$ cat src/rtl/chan_arb_pkg.sv
// rtl/chan_arb_pkg.sv - shared mode constants and round-robin wrap helper
package chan_arb_pkg;

  localparam logic [1:0] MODE_RR     = 2'b00;
  localparam logic [1:0] MODE_FIXED  = 2'b01;
  localparam logic [1:0] MODE_FORCED = 2'b10;

  // Operands are always below 2*n, so a single conditional subtract is a full mod n.
  function automatic int rr_wrap(input int i, input int n);
    return (i >= n) ? i - n : i;
  endfunction

endpackage

$ cat src/rtl/chan_arb_mux_rr_arbiter.sv
// rtl/chan_arb_mux_rr_arbiter.sv - combinational round-robin / fixed-priority grant picker
module rr_arbiter
  import chan_arb_pkg::*;
#(
  parameter int N = 8
) (
  input  logic [N-1:0]         elig,
  input  logic [$clog2(N)-1:0] ptr,
  input  logic                 fixed,
  output logic [N-1:0]         grant,
  output logic [$clog2(N)-1:0] grant_idx
);

  localparam int SW = $clog2(N);

  int   idx;
  logic found;

  // Fixed priority is the same upward scan with the starting point pinned at 0.
  always_comb begin
    grant     = '0;
    grant_idx = '0;
    found     = 1'b0;
    idx       = 0;
    for (int k = 0; k < N; k++) begin
      idx = fixed ? k : rr_wrap(int'(ptr) + k, N);
      if (!found && elig[idx]) begin
        grant[idx] = 1'b1;
        grant_idx  = SW'(idx);
        found      = 1'b1;
      end
    end
  end

endmodule

$ cat src/rtl/chan_arb_mux.sv
// rtl/chan_arb_mux.sv - N-channel arbitrating mux with registered output slot
module chan_arb_mux
  import chan_arb_pkg::*;
#(
  parameter int N  = 8,
  parameter int W  = 8,
  parameter int SW = $clog2(N)
) (
  input  logic           clk,
  input  logic           rst,
  input  logic [N-1:0]   in_valid,
  input  logic [N*W-1:0] in_data,
  output logic [N-1:0]   in_ready,
  input  logic [1:0]     mode,
  input  logic [SW-1:0]  sel,
  output logic           out_valid,
  output logic [W-1:0]   out_data,
  output logic [SW-1:0]  out_ch,
  input  logic           out_ready
);

  logic [SW-1:0] ptr;
  logic [N-1:0]  elig;
  logic [N-1:0]  grant;
  logic [SW-1:0] grant_idx;
  logic          sel_ok;
  logic          slot_open;
  logic          xfer;

  assign sel_ok = int'(sel) < N;

  always_comb begin
    elig = '0;
    if (mode == MODE_FORCED) begin
      if (sel_ok) elig[sel] = in_valid[sel];
    end else begin
      elig = in_valid;
    end
  end

  rr_arbiter #(.N(N)) u_arb (
    .elig      (elig),
    .ptr       (ptr),
    .fixed     (mode == MODE_FIXED),
    .grant     (grant),
    .grant_idx (grant_idx)
  );

  assign slot_open = !out_valid || out_ready;
  // rst gates in_ready so nothing is offered while the output slot is being cleared.
  assign in_ready  = (slot_open && !rst) ? grant : '0;
  assign xfer      = |(in_valid & in_ready);

  always_ff @(posedge clk or posedge rst) begin
    if (rst) begin
      out_valid <= 1'b0;
      out_data  <= '0;
      out_ch    <= '0;
      ptr       <= '0;
    end else if (xfer) begin
      out_valid <= 1'b1;
      out_data  <= in_data[int'(grant_idx)*W +: W];
      out_ch    <= grant_idx;
      ptr       <= SW'(rr_wrap(int'(grant_idx) + 1, N));
    end else if (out_ready) begin
      out_valid <= 1'b0;
    end
  end

endmodule

$ cat config.mk
export PLATFORM = sky130hd
export DESIGN_NAME = chan_arb_mux
export DESIGN_NICKNAME = d
export VERILOG_FILES = /design/src/rtl/chan_arb_pkg.sv /design/src/rtl/chan_arb_mux_rr_arbiter.sv /design/src/rtl/chan_arb_mux.sv
export SDC_FILE = /design/constraint.sdc
export NUM_CORES = 1
export LEC_CHECK = 0
export BUFFER_PORTS_ARGS = -buffer_cell sky130_fd_sc_hd__buf_4
export CORE_MARGIN = 2
export CORE_UTILIZATION = 50
export CTS_BUF_LIST = sky130_fd_sc_hd__clkbuf_4
export DETAILED_ROUTE_END_ITERATION = 12
export GPL_TIMING_DRIVEN = 0
export HOLD_SLACK_MARGIN = 0.15
export PLACE_DENSITY = 0.78
export SLEW_MARGIN = 30
export SYNTH_ARGS = -nofsm -noshare
export SYNTH_HDL_FRONTEND = slang
export SYNTH_SLANG_ARGS = --single-unit
export TNS_END_PERCENT = 100
$ cat constraint.sdc
create_clock -name clk -period 6.6 [get_ports clk]
set_clock_uncertainty 0.05 [all_clocks]
set_input_delay 0.33 -clock clk [delete_from_list [all_inputs] [get_ports clk]]
set_output_delay 0.33 -clock clk [all_outputs]
set_load 0.005 [all_outputs]
==> results of run 1 <==
[final timing paths]
path | startpoint | to | cells after the start
min reg2reg | out_ch[1]$_DFFE_PP0P_ | out_ch[1]$_DFFE_PP0P_ | 1
max | ptr[1]$_DFFE_PP0P_ | out_data[2]$_DFFE_PP0P_ | 15
max reg2reg | ptr[1]$_DFFE_PP0P_ | out_data[2]$_DFFE_PP0P_ | 15
max in group asynchronous | rst | ptr[1]$_DFFE_PP0P_ | 3
min in group asynchronous | rst | out_data[6]$_DFFE_PP0P_ | 3
min | out_ready | out_valid$_DFFE_PP0P_ | 3
[sequential cells by signal, summed over array words and instances, names as in the netlist]
register / flops
out_valid: 1
out_ch: 3
out_data: 8
ptr: 3
[cells in the mapped netlist, types with 3 or more instances]
cell       instances  area (µm²)
o21ai_1            7        35.0
a22o_1             8        70.1
o22ai_1            5        31.3
a221oi_1           9        78.8
and3_1             6        37.5
mux2_1             4        45.0
or3_1             10        62.6
nor2_1            36         135
and3b_1            3        26.3
o41ai_1            4        35.0
a22oi_1            4        30.0
nand3_1           13        65.1
buf_4              8        60.1
a211o_1            3        26.3
mux2i_1           54         541
nand4_1            6        37.5
o2111ai_1          3        26.3
inv_1              7        26.3
o21a_1             3        22.5
ha_1               7        87.6
and2_1             6        37.5
buf_6              4        45.0
inv_2              3        11.3
a21oi_1           12        60.1
buf_2              9        45.0
a32o_1             6        60.1
nor3_1            16        80.1
o211ai_1           5        37.5
nor4_1             6        37.5
o21ai_0           19        95.1
a211oi_1           7        52.6
clkbuf_1           7        26.3
dfrtp_1           15         375
mux2_2            11         124
nand2_1           31         116
xor2_1             3        26.3
[critical path: stages (launching register included)]
cell and delay [ps]:
dfrtp_1 360, buf_2 200, inv_2 160, ha_1 390, clkbuf_1 450, nor3_1 100, o21ai_0 360, o311a_1 370
nand2_2 120, nor3_2 610, nand3_1 140, a22oi_1 670, a21boi_1 630, a22o_1 280, a221oi_1 80, mux2_1 330
[stage by stage]
step | setup WS, ps | hold WS, ps | std cells | instance area [µm²] | utilization
final | 1190 | 309 | 594 | 4090 | 0.652
after global routing | 984 | 317 | 594 | 4090 | 0.652
after CTS | 1420 | 313 | 594 | 4090 | 0.652
after detailed placement | 1450 | 387 | 589 | 4050 | 0.646
after global placement | 1450 | 363 | 589 | 4050 | 0.646
after floorplan | 2380 | 195 | 413 | 3210 | -
[routing by layer]
layer	track usage	wire length [µm]
met1	0.498	5120
met5	0	0
met2	0.597	6250
met3	0.0610	1570
met4	0.117	427
[cells by family (layout without fill, tap and decap cells)]
| group | count (synthesis) | count (layout) | synth area share |
|---|---|---|---|
| DFF | 15 | 15 | 0.117 |
| adders and majority gates | 7 | 7 | 0.0272 |
| xor gates and xnor gates | 5 | 5 | 0.0136 |
| AOI/OAI and AO/OA | 122 | 122 | 0.287 |
| muxes | 69 | 69 | 0.221 |
| buffers and inverters | 39 | 143 | 0.0677 |
| and+or+nand+nor | 156 | 156 | 0.267 |
[area by class of cell]
| type | instances | share of cell area |
|---|---|---|
| Multi-Input combinational cell | 359 | 0.640 |
| Inverter | 10 | 0.00917 |
| Sequential cell | 15 | 0.0917 |
| Tap cell | 77 | 0.0235 |
| Timing Repair Buffer | 100 | 0.184 |
| Buffer | 29 | 0.0440 |
| Clock buffer | 4 | 0.00733 |
==> metrics, run 1 <==
status=finished, final reports clean; CTS Buf Count=3; Critical Path Sink Type=flip-flop; flop-to-flop setup slack=1190 ps; Clk pin slew, worst setup/hold paths=80 ps; vias=4158; grt ovf=0; port bufs=99; # diodes=0; first-pass GRT wire length=20900 µm; Cell Area, Synth=3210 µm²; Ys Warns=0; Vias per Instance=7.00; Routability Congestion=1.04; Starting Density=0.512; commonest non-fill, non-tap cell in the layout=buf_4; initial drt markers=590; Max Cap Viol=0; core area=6280 µm²; nets@finish=605; Syn-to-layout area delta=27.4%; multi-input logic area=2620 µm²; syn_nets=500; CTS resizes=0; GRT Total Usage=0.367; most frequent cells in the layout=107 x buf_4, 54 x mux2i_1, 36 x nor2_1, 31 x nand2_1, 19 x o21ai_0; ANT nets after route=0; antenna violations before repair=0; largest net degree at the start of global routing=18; FFs w/ async S/R, synth=1.00; Clock Sinks=15; critical path launch point type=flip-flop; number of global-route vias before repair=3961; post-CTS setup buffers=0; WL per Instance=22.5 µm; setup TNS=0 ps; FF+latch count, synth=15; Die Wd=84.2 µm; Mean Syn Cell Area=7.78 µm²; Worst Path Arrival=5530 ps; clock tree buffer depth=2; DR pass1 iterations=5; Hold Crit Class=primary input to flip-flop; Root Buffer Master=clkbuf_4; register area=375 µm²; DRC violations left=0; die area=7090 µm²; IO Pins=100; DP Wirelength=10800 µm; Fillers=555; Slew HR=0.460; Final Hold Viols=0; cts hold-fix bufs=1; Most used DFF post-synth=dfrtp_1; sequential area share after synthesis=0.117; clock latency on the worst-skew pair=280 ps; H-tree Lvls=1; critical path class=flip-flop to flip-flop; # setup viols final=0; Max Freq=185 MHz; Cells after Synth=413; layout cell share with drive strength beyond 1=0.308; Pins Over Slew Limit=0; Required @ worst endpoint=6720 ps; EDFF count, synth=0; Tmin final=5410 ps; Die Ht=84.2 µm; final WL=13400 µm; CTS tree=built; Netlist cell types=77; Worst Tran Pin Value=810 ps; unrepaired setup endpoints after global routing=false; worst-path fanout max=12; final worst path period share=0.820; row count=29
Power of run 1 is left out: the tool's default activity adds up to more than one toggle a clock period on the data nets, which glitch-free logic cannot reach.
==> run 2, diff against run 1 <==
- clock period: 6.6 -> 5.4 ns (I/O delays scaled with it)
==> metrics, run 2 (synthesis gave the netlist of run 1 again) <==
fin cells=594; Final Cell Area=4100 µm²; most flop-heavy register=out_data; nets@finish=605; Clock Sinks=15; core area=6280 µm²; area post-placement=4050 µm²; antenna violations before repair=0; Final Hold Viols=0; number of global-route vias before repair=3961; biggest regs=out_data: 8 flops, out_ch: 3 flops, ptr: 3 flops; Syn-to-layout area delta=27.6%; DRC violations left=0; slowest cell delay on critical path=680 ps; post-CTS setup buffers=0; Max Cap Viol=0; vias=4162; initial drt markers=560; final worst path period share=0.976; HP Start=out_ready; Largest register FFs=8; DR pass1 iterations=5; CTS tree=built; largest net degree at the start of global routing=18; Routability Congestion=1.04; placed instance count=589; Vias per Instance=7.01; worst-path fanout max=12; Clk pin slew, worst setup/hold paths=80 ps; Slowest cell on crit path=a22oi_1; clock tree buffer depth=2; first-pass GRT wire length=20900 µm; Fillers=556; IO Pins=100; Slew HR=0.439; Critical Path Start=ptr[1]$_DFFE_PP0P_; Top delay family on crit path=compound AO/OA/AOI/OAI gates; Die Ht=84.2 µm; Hold Crit Class=primary input to flip-flop; layout cell share with drive strength beyond 1=0.308; most frequent cells in the layout=107 x buf_4, 54 x mux2i_1, 36 x nor2_1, 31 x nand2_1, 19 x o21ai_0; critical path class=flip-flop to flip-flop; die area=7090 µm²; CP cell instances=buf_2 > inv_2 > ha_1 > clkbuf_1 > nor3_1 > o21ai_0 > o311a_1 > nand2_2 > nor3_4 > nand3_1 > a22oi_1 > a21boi_1 > a22o_1 > a221oi_1 > mux2_1; Buf+Inv Stages, Crit Path=3; unrepaired setup endpoints after global routing=false; Max Freq=190 MHz; clock latency on the worst-skew pair=290 ps; CTS Buf Count=3; H-tree Lvls=1; row count=29; Required @ worst endpoint=5530 ps; GRT Total Usage=0.367; critical path launch point type=flip-flop; DP Wirelength=10800 µm; grt ovf=0; Pins Over Slew Limit=0; hold_ws=243 ps; R2R Path Start=ptr[1]$_DFFE_PP0P_; Root Buffer Master=clkbuf_4; commonest non-fill, non-tap cell in the layout=buf_4; WL per Instance=22.7 µm; Tmin final=5270 ps; Worst Tran Pin Value=841 ps; status=finished, final reports clean; final WL=13500 µm; ANT nets after route=0; setup TNS=0 ps; Critical Path Sink Type=flip-flop; # diodes=0; Die Wd=84.2 µm; Starting Density=0.512; Worst Path Arrival=5400 ps; # setup viols final=0; port bufs=99
[run 2: through the flow]
step	util	setup slack, ps
after detailed placement	0.646	250
after floorplan	-	1180
after global routing	0.653	0.864
after global placement	0.646	245
final	0.653	131
after CTS	0.652	220
[run 2: worst paths after layout]
check	endpoint	slack, ps	cells past startpoint
setup / recovery	out_data[2]$_DFFE_PP0P_	130	15
hold / removal	out_valid$_DFFE_PP0P_	240	3
setup reg to reg	out_data[2]$_DFFE_PP0P_	130	15
hold reg to reg	out_ch[1]$_DFFE_PP0P_	450	1
max in group asynchronous	ptr[1]$_DFFE_PP0P_	4330	3
min in group asynchronous	out_data[1]$_DFFE_PP0P_	570	3
[run 2: cell type report]
cell class | instances | area [µm²] | share of cell area
sequential | 15 | 375 | 0.0915
inverter | 10 | 37.5 | 0.00915
buffer | 29 | 180 | 0.0439
timing repair buffer | 100 | 753 | 0.184
multi-input combinational | 359 | 2630 | 0.641
tap | 77 | 96.3 | 0.0235
clock buffer | 4 | 30.0 | 0.00732
[run 2: metal layers]
layer	up-vias	global-route usage	routed length, µm
li1	1836	-	-
met5	-	0	0
met3	43	0.0610	1690
met2	350	0.597	6180
met4	0	0.117	439
met1	1933	0.498	5200
[run 2: what timing repair did]
item | 4_1_cts | 5_1_grt
setup endpoints to repair | 0 | 8
gates resized for setup | 0 | 1
endpoints found under the hold margin | 15 | 0
hold buffers | 1 | 0
[run 2: worst register-to-register path, delay by kind of cell, from the launching register on]
| kind | cells | cell delay [ps] |
|---|---|---|
| multiplexers | 1 | 330 |
| buffers and inverters | 3 | 810 |
| AO/OA/AOI/OAI | 6 | 2400 |
| flip-flops | 1 | 360 |
| AND/OR/NAND/NOR | 4 | 830 |
| adder cells (fa/ha/maj) | 1 | 390 |
Power of run 2 is left out for the same reason.
